<file path="config.mk">
export PLATFORM = sky130hd
export DESIGN_NAME = mul_issue_queue
export DESIGN_NICKNAME = d
export VERILOG_FILES = /design/src/rtl/mul_issue_queue_pkg.sv /design/src/rtl/mul_issue_queue_fifo.sv /design/src/rtl/mul_issue_queue.sv
export SDC_FILE = /design/constraint.sdc
export NUM_CORES = 1
export LEC_CHECK = 0
export CORE_UTILIZATION = 44
export CTS_BUF_LIST = sky130_fd_sc_hd__clkbuf_8
export DETAILED_ROUTE_END_ITERATION = 16
export DONT_BUFFER_PORTS = 1
export PLACE_DENSITY = 0.56
export SYNTH_ARGS = -nofsm -noshare
export SYNTH_HDL_FRONTEND = slang
export SYNTH_HIERARCHICAL = 1
export SYNTH_SLANG_ARGS = --single-unit
</file>
<file path="constraint.sdc">
create_clock -name clk -period 2.8 [get_ports clk]
set_clock_uncertainty 0.05 [all_clocks]
set_input_delay 0.42 -clock clk [delete_from_list [all_inputs] [get_ports clk]]
set_output_delay 0.42 -clock clk [all_outputs]
set_load 0.005 [all_outputs]
</file>
<file path="src/rtl/mul_issue_queue_pkg.sv">
// +--------------------------------------------------------------------+
// | mul_pkg : shared types for the multiplier issue queue               |
// | Rev 1.0                                                             |
// +--------------------------------------------------------------------+
`default_nettype none

package mul_pkg;

  localparam int MUL_WIDTH      = 16;
  localparam int MUL_PROD_WIDTH = 2 * MUL_WIDTH;

  typedef struct packed {
    logic [MUL_WIDTH-1:0] multiplicand;
    logic [MUL_WIDTH-1:0] multiplier;
  } operand_pair_t;

  typedef enum logic [1:0] {
    IDLE  = 2'd0,
    START = 2'd1,
    WAIT  = 2'd2,
    HOLD  = 2'd3
  } issue_state_t;

  function automatic logic has_zero_operand(input operand_pair_t pair);
    return (pair.multiplicand == '0) || (pair.multiplier == '0);
  endfunction

endpackage

`default_nettype wire

</file>
<file path="src/rtl/mul_issue_queue_fifo.sv">
// +--------------------------------------------------------------------+
// | mul_operand_fifo : synchronous FIFO of operand pairs                |
// | Rev 1.0                                                             |
// +--------------------------------------------------------------------+
`default_nettype none

module mul_operand_fifo
  import mul_pkg::*;
#(
  parameter int DEPTH = 4
) (
  input  logic          clk,
  input  logic          reset,
  input  logic          push,
  input  operand_pair_t push_data,
  input  logic          pop,
  output operand_pair_t pop_data,
  output logic          full,
  output logic          empty
);

  localparam int PTR_W   = $clog2(DEPTH);
  localparam int COUNT_W = PTR_W + 1;

  operand_pair_t      r_mem [DEPTH];
  logic [PTR_W-1:0]   r_wr_ptr;
  logic [PTR_W-1:0]   r_rd_ptr;
  logic [COUNT_W-1:0] r_count;

  logic w_push;
  logic w_pop;

  assign full     = (r_count == COUNT_W'(DEPTH));
  assign empty    = (r_count == '0);
  assign w_push   = push & ~full;
  assign w_pop    = pop & ~empty;
  assign pop_data = r_mem[r_rd_ptr];

  // Pointers wrap naturally because DEPTH is a power of two.
  always_ff @(posedge clk) begin
    if (reset) begin
      r_wr_ptr <= '0;
      r_rd_ptr <= '0;
      r_count  <= '0;
    end else begin
      if (w_push) r_wr_ptr <= r_wr_ptr + PTR_W'(1);
      if (w_pop)  r_rd_ptr <= r_rd_ptr + PTR_W'(1);
      case ({w_push, w_pop})
        2'b10:   r_count <= r_count + COUNT_W'(1);
        2'b01:   r_count <= r_count - COUNT_W'(1);
        default: r_count <= r_count;
      endcase
    end
  end

  always_ff @(posedge clk) begin
    if (w_push) r_mem[r_wr_ptr] <= push_data;
  end

endmodule

`default_nettype wire

</file>
<file path="src/rtl/mul_issue_queue.sv">
// +--------------------------------------------------------------------+
// | mul_issue_queue : operand FIFO + issue FSM for sequential multiplier|
// | Optional zero-operand bypass: define MUL_ZERO_BYPASS_EN. Rev 1.0    |
// +--------------------------------------------------------------------+
`default_nettype none

module mul_issue_queue
  import mul_pkg::*;
#(
  parameter int WIDTH = MUL_WIDTH,
  parameter int DEPTH = 4
) (
  input  logic               clk,
  input  logic               reset,
  input  logic               in_valid,
  output logic               in_ready,
  input  logic [WIDTH-1:0]   in_multiplicand,
  input  logic [WIDTH-1:0]   in_multiplier,
  output logic               mul_start,
  output logic [WIDTH-1:0]   mul_multiplicand,
  output logic [WIDTH-1:0]   mul_multiplier,
  input  logic               mul_done,
  input  logic [2*WIDTH-1:0] mul_product,
  output logic               out_valid,
  input  logic               out_ready,
  output logic [2*WIDTH-1:0] out_product
);

  issue_state_t       r_state;
  issue_state_t       w_state_next;
  logic [WIDTH-1:0]   r_mcand;
  logic [WIDTH-1:0]   r_mplier;
  logic               r_out_valid;
  logic [2*WIDTH-1:0] r_out_product;

  operand_pair_t w_push_pair;
  operand_pair_t w_head;
  logic          w_full;
  logic          w_empty;
  logic          w_pop;
  logic          w_capture;
  logic          w_bypass;
  logic          w_release;

  assign w_push_pair.multiplicand = MUL_WIDTH'(in_multiplicand);
  assign w_push_pair.multiplier   = MUL_WIDTH'(in_multiplier);

  mul_operand_fifo #(
    .DEPTH (DEPTH)
  ) u_fifo (
    .clk       (clk),
    .reset     (reset),
    .push      (in_valid),
    .push_data (w_push_pair),
    .pop       (w_pop),
    .pop_data  (w_head),
    .full      (w_full),
    .empty     (w_empty)
  );

  assign in_ready         = ~w_full;
  assign mul_start        = (r_state == START);
  assign mul_multiplicand = r_mcand;
  assign mul_multiplier   = r_mplier;
  assign out_valid        = r_out_valid;
  assign out_product      = r_out_product;

  always_ff @(posedge clk) begin
    if (reset) r_state <= IDLE;
    else       r_state <= w_state_next;
  end

  // mul_done is only honoured in WAIT; a done seen in START is too early to be ours.
  always_comb begin
    w_state_next = r_state;
    w_pop        = 1'b0;
    w_capture    = 1'b0;
    w_bypass     = 1'b0;
    w_release    = 1'b0;
    case (r_state)
      IDLE: begin
        if (!w_empty) begin
          w_pop = 1'b1;
`ifdef MUL_ZERO_BYPASS_EN
          if (has_zero_operand(w_head)) begin
            w_bypass     = 1'b1;
            w_state_next = HOLD;
          end else begin
            w_state_next = START;
          end
`else
          w_state_next = START;
`endif
        end
      end
      START: w_state_next = WAIT;
      WAIT: begin
        if (mul_done) begin
          w_capture    = 1'b1;
          w_state_next = HOLD;
        end
      end
      HOLD: begin
        if (out_ready) begin
          w_release    = 1'b1;
          w_state_next = IDLE;
        end
      end
      default: w_state_next = IDLE;
    endcase
  end

  always_ff @(posedge clk) begin
    if (reset) begin
      r_mcand       <= '0;
      r_mplier      <= '0;
      r_out_valid   <= 1'b0;
      r_out_product <= '0;
    end else begin
      if (w_pop) begin
        r_mcand  <= WIDTH'(w_head.multiplicand);
        r_mplier <= WIDTH'(w_head.multiplier);
      end
      if (w_capture) begin
        r_out_product <= mul_product;
        r_out_valid   <= 1'b1;
      end else if (w_bypass) begin
        r_out_product <= '0;
        r_out_valid   <= 1'b1;
      end else if (w_release) begin
        r_out_valid   <= 1'b0;
      end
    end
  end

endmodule

`default_nettype wire

</file>
Yosys cells after proc, flatten, opt, wreduce, memory -nomap -nowiden. Memory sizes are Yosys's and may differ from the RTL's. A register that Yosys moved wholly into a read port is not among the register bits. Index checks and enable logic that the tools add are counted.

Add/sub/neg operators: 4. Bitwise logic cells: 4. Mux-type cells: 15. Reduce and logical (&&, ||, !) cells: 5. Equality and inequality tests: 9.

Operators by type and width (count): $mux 1 (10); $pmux 2 s4 (1); $eq 2x2->1 const B (3); $mux 2 (3); $ne 2x2->1 const B (3); $pmux 3 s2 (1); $add 2x1->2 const B (2); $eq 2x1->1 const B (2); $reduce_bool 2->1 (2); $add 3x1->3 const B (1); $eq 3x3->1 const B (1); $logic_not 3->1 (1); $reduce_and 3->1 (1); $sub 3x1->3 const B (1); $and 1x1->1 (2); $logic_not 2->1 (1); $not 1->1 (2).

Memories kept: 1. Bits in registers: 42. Memory bits (writable): 128.

Memories: u_fifo.r_mem (words 4, width 32, read ports 1, clocked after memory_dff 1, write ports 1, line mul_issue_queue_fifo.sv:25) `operand_pair_t r_mem [DEPTH];`.

Longest topological paths before layout. Gate-level depths: netlist (run 1).

Word-level depth: 6. Depth in mapped cells: 14. Depth with buffers taken out: 12.

Cells and area by module. Netlist (run 1), hierarchy kept.

Modules (own cells, without submodules): mul_operand_fifo (area each 5143.7 µm², cells each 221, instances 1); mul_issue_queue (area each 2549.9 µm², cells each 303, instances 1).

Worst setup path before layout (run 1). Ideal clock, no wire load.

Path kind: register to register. Start point: register u_fifo.r_count[0]. End point: register u_fifo.r_count[2]. Data required time: 2.680 ns. Stages on the path, launching flop included: 14. Library setup time: 0.070 ns. Period minus slack after synthesis: 2.332 ns. Path slack: 0.468 ns. Data arrival time: 2.212 ns. Path through: dfxtp_1 nor3_2 nand2b_1 buf_6 clkinv_4 buf_8 o31ai_2 inv_1 ha_1 inv_1 fa_1 xor2_1 or3_1 a21oi_1.

Word-level cells in the longest chain between the ends: 6. Elaborated cells between the ends (all ways): 14. Classes of those cells: add/sub (2); eq/ne (3); mux (3); bitwise (4); reduce/logical (2).

Ends and longest elaborated chain: start, declared (line mul_issue_queue_fifo.sv:28) `logic [COUNT_W-1:0] r_count;`; start signal, assigned (line mul_issue_queue_fifo.sv:49) `2'b10: r_count <= r_count + COUNT_W'(1);`; start signal, assigned (line mul_issue_queue_fifo.sv:50) `2'b01: r_count <= r_count - COUNT_W'(1);`; start signal, assigned (line mul_issue_queue_fifo.sv:51) `default: r_count <= r_count;`; $logic_not 3->1 (*) (line mul_issue_queue_fifo.sv:34) `assign empty = (r_count == '0);`; via w_empty (line mul_issue_queue.sv:39) `logic w_empty;`; $mux 1 (*) (line mul_issue_queue.sv:82) `if (!w_empty) begin`; $mux 1 (*) (line mul_issue_queue.sv:80) `case (r_state)`; via w_pop (line mul_issue_queue.sv:40) `logic w_pop;`; $and 1x1->1 (*) (line mul_issue_queue_fifo.sv:36) `assign w_pop = pop & ~empty;`; via u_fifo.w_pop (line mul_issue_queue_fifo.sv:31) `logic w_pop;`; $eq 2x1->1 / $eq 2x2->1 (equally long branches) (line mul_issue_queue_fifo.sv:48) `case ({w_push, w_pop})`; $pmux 3 s2 / $reduce_bool 2->1 (equally long branches).

Mark *: on every way through the listed nets, which the timed path passes. The rest lies on a longest branch. A chain may end at the register's enable or synchronous reset.

Final worst setup path (run 1).
Start point: register u_fifo.r_count[0]. End point: register u_fifo.r_count[2].

Word-level cells in the longest chain between the ends: 6. Elaborated cells between the ends (all ways): 14. Classes of those cells: add/sub (2); eq/ne (3); mux (3); bitwise (4); reduce/logical (2).

Ends and longest elaborated chain (line): $logic_not 3->1 (*) (mul_issue_queue_fifo.sv:34); via w_empty (mul_issue_queue.sv:39); $mux 1 (mul_issue_queue.sv:82); $mux 1 (mul_issue_queue.sv:80); $and 1x1->1 (*) (mul_issue_queue_fifo.sv:36); via u_fifo.w_pop (mul_issue_queue_fifo.sv:31); $eq 2x1->1 / $eq 2x2->1 (equally long branches) (mul_issue_queue_fifo.sv:48); $pmux 3 s2 / $reduce_bool 2->1 (equally long branches).

Marks and branches as above.

==> results.json, run 1 <==
{
  "drc": 0,
  "rsz0062_at_grt": "false",
  "fillers": 1410,
  "grt_usage_pct": 17.5,
  "h-tree-depth": 2,
  "p_leak_nw": 3.11,
  "slowest_stage": "dfxtp_1",
  "p_sw_share_pct": 29.5,
  "synth_warnings": 6,
  "start_util_pct": 45.7,
  "slew_headroom_pct": 32.0,
  "syn_avg_cell_area_um2": 14.7,
  "clock-root-buffer": "clkbuf_8",
  "ios": 136,
  "crit_required_ns": 3.18,
  "clockPowerShare_pct": 30.5,
  "grt_remaining_overflow": 0,
  "cts.clk_slew.worst_paths_ns": 0.06,
  "met3_usage_pct": 5.44,
  "layout_commonest_cell": "nand2_1",
  "numCtsBuffers": 35,
  "p_per_area_nw_per_um2": 899,
  "p_seq_share_pct": 47.5,
  "setup_viol": 0,
  "clockBufferDepth": 3,
  "grt_pass1_vias": 4632,
  "dp_slack_ns": 0.488,
  "die_h_um": 134,
  "die_area_um2": 18000,
  "place_hpwl_um": 9020,
  "drv_slew": 0,
  "critPathCaptureType": "flop",
  "syn2layout_area_growth_pct": 19.7,
  "final_cell_mix": "nand2_1, edfxtp_1, dfxtp_1, dlygate4sd3_1, a21oi_1",
  "drt-total-wl_um": 15300,
  "path_common_cell": "inv_1",
  "insertion_delay_ns": 0.51,
  "gp_congestion": 0.705,
  "syn-num-nets": 603,
  "drive_gt1_share_pct": 19.1,
  "grt.busiest_layer": "met2",
  "tightest_slew_ns": 1.02,
  "worstSetupStartpointType": "flop",
  "synth_cell_types": 33,
  "outcome": "finished, final reports clean",
  "core.rowCount": 47,
  "grt_max_degree": 73,
  "fmax_mhz": 428,
  "cts.sinks": 204,
  "viasPerCell": 5.12,
  "arrival_ns": 2.72,
  "intPower_mw": 5.84,
  "core-area_um2": 16800,
  "finalCritPeriodShare_pct": 83.5,
  "slowest_delay_ns": 0.47,
  "grt_use_met1_pct": 20.5,
  "synth-simple-area-share_pct": 8.21,
  "synth_cells": 524,
  "portBuffers": 0,
  "diodes": 0,
  "cap_viol_max_count": 0,
  "p_switching_mw": 2.44,
  "dr.pass1.iters": 4,
  "fin_crit_ns": 2.34,
  "synth_compound_gate_area_share_pct": 6.42,
  "multi_input_area_um2": 2030,
  "ys_seq_area_share_pct": 69.7,
  "drt_iter0_markers": 217,
  "yosys.area_share.xor_xnor_pct": 0.342,
  "area.sequential_um2": 5370,
  "path_class": "reg -> reg",
  "pwr-share-comb_pct": 22.0,
  "hold_path_class": "in -> reg",
  "num_vias": 4368,
  "met2_usage_pct": 30.3,
  "cp_cell_sequence": "nor3_2, nand2b_2, clkinv_4, o31ai_2, inv_1, ha_1, inv_1, fa_1, xor2_1, or3_1, a21oi_1",
  "synth.mux.area_fraction_pct": 9.60,
  "finalHoldViolCount": 0,
  "netlist_area_um2": 7690,
  "worstPathMaxFanout": 5,
  "grt_pass1_wl_um": 23900,
  "peakVddDrop_v": 0.000504,
  "antenna_found_initial": 0,
  "cts_tree": "done",
  "synthAdderAreaFrac_pct": 1.72,
  "timing.final.ws_setup_ns": 0.461,
  "wl_per_cell_um": 18.0,
  "ant_nets": 0,
  "synth_top_family_by_area": "multiplexers",
  "num-nets-final": 686,
  "total_power_mw": 8.28,
  "setup_tns_ns": 0,
  "ys_ff_latch": 204,
  "die_x_um": 134
}
==> sequential cells by signal, indices dropped and copies added, names as in the netlist, named ones only <==
signal and count:
r_state 2, u_fifo/r_wr_ptr 2, u_fifo/r_count 3, u_fifo/r_mem 128, mul_multiplier 16, u_fifo/r_rd_ptr 2, mul_multiplicand 16, out_product 32
out_valid 1
==> per-layer routing <==
metal,vias up,part of all wire [%]
li1,2055,-
met3,21,8.0
met5,-,0
met2,153,50
met1,2139,40
met4,0,1.6
==> synthesized netlist by cell type <==
master	number	area [um2]
nor2b_1	2	12.5
o41ai_1	1	8.76
nor2_1	7	26.3
clkbuf_1	1	3.75
mux4_1	2	52.6
o31ai_2	1	12.5
dfxtp_1	76	1520
mux4_2	30	676
buf_12	3	60.1
o21ai_0	3	15.0
o311a_1	1	10.0
inv_1	12	45.0
and2_1	6	37.5
buf_2	12	60.1
nand2_1	132	495
clkinv_4	1	8.76
xor2_1	3	26.3
a21oi_1	46	230
buf_8	1	15.0
mux2i_1	1	10.0
o31ai_1	1	7.51
buf_1	1	3.75
fa_1	1	20.0
buf_6	7	78.8
buf_4	4	30.0
nor3b_2	1	12.5
edfxtp_1	128	3840
or3_1	3	18.8
a21oi_2	23	201
o311ai_1	1	8.76
nor3_2	1	10.0
ha_1	9	113
nand2b_1	3	18.8
==> kinds of logic (layout without fill, tap and decap cells) <==
| group | Yosys count | count (layout) |
|---|---|---|
| AOI/OAI and AO/OA | 77 | 77 |
| xor gates and xnor gates | 3 | 3 |
| adders and majority gates | 10 | 10 |
| buffers and inverters | 42 | 151 |
| DFF | 204 | 204 |
| muxes | 33 | 33 |
| and+or+nand+nor | 155 | 155 |
==> metrics by stage <==
stage | hold slack, ns | cell area [um2] | util [%] | instances
final | 0.0426 | 9210 | 54.8 | 853
after global routing | 0.0359 | 9210 | 54.8 | 853
after CTS | 0.00135 | 9210 | 54.8 | 853
after detailed placement | 0.414 | 7870 | 46.8 | 725
after global placement | 0.408 | 7870 | 46.8 | 725
after floorplan | 0.403 | 7690 | - | 524
==> power groups by stage <==
stage | Sequential, mW | Clock [mW] | Combinational (mW)
finish | 3.93 | 2.52 | 1.82
global route | 3.98 | 2.76 | 2.03
CTS | 3.94 | 2.62 | 1.87
detailed placement | 4.01 | 0 | 1.75
global placement | 3.98 | 0 | 1.70
floorplan | 3.90 | 0 | 1.57
==> path summary, 6_finish.rpt <==
kind         depth (start not counted)         startpoint                end  slack (ns)
max                                 11  u_fifo/r_count[0]  u_fifo/r_count[2]        0.46
min                                  2              reset         r_state[0]        0.04
min reg2reg                          2     out_product[6]     out_product[6]        0.43
max reg2reg                         11  u_fifo/r_count[0]  u_fifo/r_count[2]        0.46
==> final cells by class <==
type | instances | share of cell area [%]
sequential | 204 | 58.3
tap | 220 | 2.99
inverter | 13 | 0.584
clock buffer | 40 | 5.98
timing repair buffer | 75 | 8.75
clock inverter | 23 | 1.36
multi-input combinational | 278 | 22.1
==> timing repair <==
action | CTS | global route
resized for setup | 0 | 0
hold buffers | 65 | 0
hold endpoints to repair | 201 | 0
setup buffers | 0 | 0
==> worst max-delay path: cells and delay by family (launching register included) <==
kind,cells,cell delay [ns]
xor+xnor,1,0.16
buf+inv,3,0.18
fa+ha+maj,2,0.55
compound gates,2,0.21
simple gates,3,0.64
flops,1,0.47
Note: power is estimated with default switching activity, not from simulation.
==> run 2, diff against run 1 <==
- PLACE_DENSITY: 0.56 -> 0.58
- clock period: 2.8 -> 1.9 ns (I/O delays scaled with it)
==> run 2 against run 1 <==
Net effect:
- the flow now finishes with violations (negative hold slack, negative setup slack)
- wire length barely moved
- sequential share of layout area rose by 0.49 points
- flip-flop and latch count did not move
- clock power rose by 33%
- die area did not move
- global-route usage fell by 0.22 points
- core utilization fell by 0.36 points
- total power rose by 49%
- non-clock buffer count fell by 7
- fmax rose by 14%
- cell area fell by 0.65%
- register-to-register slack got worse by 0.60 ns
- critical path type unchanged
- critical endpoint unchanged
==> results.json, run 2 (synthesis gave the netlist of run 1 again) <==
{
  "intPower_mw": 8.62,
  "p_per_area_nw_per_um2": 1340,
  "grt_max_degree": 76,
  "p_leak_nw": 3.10,
  "die_h_um": 134,
  "viasPerCell": 5.17,
  "largest_reg_flops": 128,
  "num_vias": 4360,
  "slowest_delay_ns": 0.33,
  "fillers": 1415,
  "core-area_um2": 16800,
  "numCtsBuffers": 34,
  "p_seq_share_pct": 47.1,
  "cts_hold_buf": 36,
  "portBuffers": 0,
  "drv_slew": 0,
  "grt_use_met1_pct": 19.4,
  "total_power_mw": 12.3,
  "fmax_mhz": 489,
  "syn2layout_area_growth_pct": 18.9,
  "grt_pass1_vias": 4576,
  "drc": 0,
  "core.rowCount": 47,
  "p_switching_mw": 3.68,
  "start_util_pct": 45.7,
  "met3_usage_pct": 5.67,
  "grt_remaining_overflow": 0,
  "drt-total-wl_um": 15300,
  "outcome": "finished with violations",
  "clockPowerShare_pct": 27.2,
  "whs_ns": -0.209,
  "pwr-share-comb_pct": 25.7,
  "place_hpwl_um": 9210,
  "diodes": 0,
  "setup_viol": 1,
  "insertion_delay_ns": 0.51,
  "drt_iter0_markers": 154,
  "clockBufferDepth": 3,
  "grt.busiest_layer": "met2",
  "layout_commonest_cell": "nand2_1",
  "worstPathMaxFanout": 3,
  "slew_headroom_pct": 68.6,
  "path_common_cell": "inv_2",
  "cp_cell_sequence": "inv_2, ha_4, nand2b_4, clkinv_4, o31ai_4, inv_2, ha_4, inv_2, fa_2, xor2_1, or3_1, a21oi_2",
  "grt_usage_pct": 17.3,
  "finalHoldViolCount": 72,
  "h-tree-depth": 2,
  "die_x_um": 134,
  "drive_gt1_share_pct": 24.2,
  "clock-root-buffer": "clkbuf_8",
  "met2_usage_pct": 30.7,
  "rsz0062_at_grt": "true",
  "num-nets-final": 678,
  "wl_per_cell_um": 18.2,
  "crit_required_ns": 2.30,
  "cts.clk_slew.worst_paths_ns": 0.06,
  "critPathCaptureType": "flop",
  "tightest_slew_ns": 0.470,
  "path_class": "reg -> reg",
  "antenna_found_initial": 0,
  "gp_congestion": 0.704,
  "slowest_stage": "or3_1",
  "regMostFlops": "u_fifo/r_mem",
  "fin_crit_ns": 2.04,
  "dr.pass1.iters": 4,
  "timing.final.ws_setup_ns": -0.143,
  "cap_viol_max_count": 0,
  "utilization_pct": 54.4,
  "die_area_um2": 18000,
  "final_cell_mix": "nand2_1, edfxtp_1, dfxtp_1, a21oi_1",
  "peakVddDrop_v": 0.000700,
  "hold_path_class": "in -> reg",
  "cts_tree": "done",
  "arrival_ns": 2.44,
  "finalCritPeriodShare_pct": 108,
  "grt_pass1_wl_um": 23600,
  "ios": 136,
  "worstSetupStartpointType": "flop",
  "ant_nets": 0,
  "cts.sinks": 204,
  "violations": "negative hold slack, negative setup slack",
  "p_sw_share_pct": 29.9
}
run 2: repair_timing:
action,4_1_cts,5_1_grt
pin swaps,2,7
gates resized for setup,2,15
buffers inserted,5,0
endpoints found under the hold margin,204,72
setup endpoints to repair,2,6
run 2: cell type report:
type	instances	area, um2	area share (%)
Timing Repair Buffer	68	729	7.97
Inverter	13	53.8	0.588
Tap cell	220	275	3.01
Sequential cell	204	5380	58.8
Clock inverter	24	96.3	1.05
Multi-Input combinational cell	278	2120	23.2
Clock buffer	36	495	5.42
run 2: final timing paths:
| path | start | to | slack [ns] | depth (start not counted) |
|---|---|---|---|---|
| setup / recovery | r_state[1] | u_fifo/r_count[2] | -0.14 | 12 |
| hold / removal | reset | u_fifo/r_count[0] | -0.21 | 1 |
| setup reg to reg | r_state[1] | u_fifo/r_count[2] | -0.14 | 12 |
| hold reg to reg | mul_multiplier[2] | mul_multiplier[2] | 0.42 | 2 |
run 2: power by group through the flow:
stage	clock network (mW)	logic (mW)	registers, mW
after global placement	0	2.78	5.85
after CTS	3.46	3.07	5.78
after floorplan	0	2.35	5.75
after detailed placement	0	2.84	5.88
after global routing	3.63	3.47	5.86
final	3.35	3.16	5.79
run 2: routing by layer:
| metal | routed length, um | vias to the layer above |
|---|---|---|
| met5 | 0 | - |
| met4 | 287 | 0 |
| met3 | 1320 | 27 |
| met2 | 7590 | 167 |
| met1 | 6140 | 2127 |
| li1 | - | 2039 |
run 2: metrics by stage:
stage	instance area (um2)	setup slack, ns	setup TNS, ns	cells
2_1_floorplan	7720	-0.303	-0.488	524
3_3_place_gp	8080	-0.0813	-0.0813	742
3_5_place_dp	8080	-0.159	-0.165	742
4_1_cts	9070	-0.146	-0.156	843
5_1_grt	9150	-0.251	-0.327	843
6_report	9150	-0.143	-0.143	843
run 2: worst max-delay path: cells and delay by family, from the launching register on:
kind / cells / cell delay [ns]
AO/OA/AOI/OAI: 2 / 0.20
XOR/XNOR: 1 / 0.16
adder cells (fa/ha/maj): 3 / 0.61
buffers and inverters: 4 / 0.23
flip-flops: 1 / 0.32
AND/OR/NAND/NOR: 2 / 0.40
==> run 3, diff against run 2 <==
- clock period: 1.9 -> 1.7 ns (I/O delays scaled with it)
==> run 3 against run 2 <==
Net effect:
- the flow still finishes with violations (negative hold slack, negative setup slack)
- first-iteration DRC count shrank 11%
- combinational power grew 8.5%
- die area is the same
- core utilization grew 0.30 points
- critical path type unchanged
==> results.json, run 3 (synthesis gave the netlist of run 1 again) <==
{
  "timing.final.ws_setup_ns": -0.312,
  "antenna_found_initial": 0,
  "path_common_cell": "inv_2",
  "hp-start": "reset",
  "slowest_stage": "dfxtp_2",
  "start_util_pct": 45.7,
  "drv_slew": 0,
  "diodes": 0,
  "finalHoldViolCount": 73,
  "worstHoldPathCells": 1,
  "viasPerCell": 5.16,
  "cp_cell_sequence": "inv_2, ha_4, nand2b_4, clkinv_4, o31ai_4, inv_2, ha_4, inv_2, fa_2, xor2_1, or3_1, a21oi_2",
  "gp_congestion": 0.751,
  "die_h_um": 134,
  "peakVddDrop_v": 0.000839,
  "slowest_delay_ns": 0.32,
  "die_area_um2": 18000,
  "layout_commonest_cell": "nand2_1",
  "p_leak_nw": 3.10,
  "drt_iter0_markers": 137,
  "holdPathEnd": "mul_multiplier[12]",
  "crit_required_ns": 2.06,
  "outcome": "finished with violations",
  "finalCritPeriodShare_pct": 118,
  "place_hpwl_um": 9080,
  "grt_pass1_vias": 4506,
  "num_vias": 4353,
  "h-tree-depth": 2,
  "fin_crit_ns": 2.01,
  "die_x_um": 134,
  "path_class": "reg -> reg",
  "cts.sinks": 204,
  "whs_ns": -0.212,
  "worstRegToRegCells": 12,
  "cts_hold_buf": 35,
  "drt-total-wl_um": 15100,
  "core-area_um2": 16800,
  "regMostFlops": "u_fifo/r_mem",
  "worstPathMaxFanout": 3,
  "utilization_pct": 54.7,
  "wl_per_cell_um": 17.9,
  "grt_remaining_overflow": 0,
  "worstSetupStartpointType": "flop",
  "drive_gt1_share_pct": 25.2,
  "cp.depth": 12,
  "portBuffers": 0,
  "arrival_ns": 2.38,
  "rr_startpoint": "r_state[1]",
  "r2r_setup_slack_ns": -0.31,
  "total_power_mw": 14.1,
  "largest_reg_flops": 128,
  "grt_usage_pct": 17.2,
  "violations": "negative hold slack, negative setup slack",
  "rsz0062_at_grt": "true",
  "clock-root-buffer": "clkbuf_8",
  "clockBufferDepth": 3,
  "num-nets-final": 676,
  "reg2reg_to": "u_fifo/r_count[2]",
  "setup_viol": 4,
  "fmax_mhz": 497,
  "dr.pass1.iters": 4,
  "syn2layout_area_growth_pct": 19.6,
  "final_cell_mix": "nand2_1, edfxtp_1, dfxtp_1, a21oi_1, clkbuf_8",
  "core.rowCount": 47,
  "critPathCaptureType": "flop",
  "cap_viol_max_count": 0,
  "drc": 0,
  "hold_path_class": "in -> reg",
  "grt_max_degree": 76,
  "setup_tns_ns": -0.694,
  "insertion_delay_ns": 0.51,
  "tightest_slew_ns": 0.428,
  "grt_pass1_wl_um": 23500,
  "numCtsBuffers": 35,
  "dp_slack_ns": -0.357,
  "cp_top_family": "adder cells",
  "ios": 136,
  "path_buf_inv": 4,
  "p_per_area_nw_per_um2": 1530,
  "slew_headroom_pct": 71.5,
  "cts_tree": "done",
  "ant_nets": 0,
  "cts.clk_slew.worst_paths_ns": 0.06
}
-- run 3: metrics by stage --
stage,area (um2),cells
2_1_floorplan,7750,524
3_3_place_gp,8110,742
3_5_place_dp,8110,742
4_1_cts,9180,842
5_1_grt,9200,843
6_report,9200,843
-- run 3: worst max-delay path by stage --
stage,start,endpoint
after global routing,u_fifo/r_count[1],u_fifo/r_count[2]
after detailed placement,u_fifo/r_count[2],u_fifo/r_count[2]
after CTS,r_state[1],u_fifo/r_count[2]
after floorplan,r_state[1],u_fifo/r_count[2]
final,r_state[1],u_fifo/r_count[2]
after global placement,r_state[1],u_fifo/r_count[2]
-- run 3: repair_timing --
| item | 4_1_cts | 5_1_grt |
|---|---|---|
| setup buffers | 2 | 1 |
| setup endpoints to repair | 4 | 6 |
| resized for setup | 8 | 4 |
| hold endpoints to repair | 204 | 73 |
| pin swaps | 3 | 4 |
-- run 3: cell type report --
cell class | instances | area (um2)
Clock buffer | 41 | 564
Clock inverter | 22 | 115
Fill cell | 1410 | 7620
Inverter | 13 | 53.8
Multi-Input combinational cell | 278 | 2090
Sequential cell | 204 | 5380
Tap cell | 220 | 275
Timing Repair Buffer | 65 | 717
-- run 3: per-layer routing --
layer | share of wire, % | vias up | GRT usage, % | wire, um
met1 | 40 | 2136 | 19.2 | 5980
met5 | 0 | - | 0 | 0
met3 | 7.9 | 26 | 5.67 | 1190
met4 | 2.2 | 0 | 6.87 | 325
met2 | 50 | 155 | 30.3 | 7610
li1 | - | 2036 | - | -
-- run 3: where the power goes --
part | leakage, nW | internal, mW | switching (mW) | total, mW
Clock | 0.406 | 2.35 | 1.84 | 4.19
Sequential | 1.80 | 6.02 | 0.451 | 6.47
Combinational | 0.902 | 1.59 | 1.83 | 3.43
Total | 3.10 | 9.96 | 4.13 | 14.1
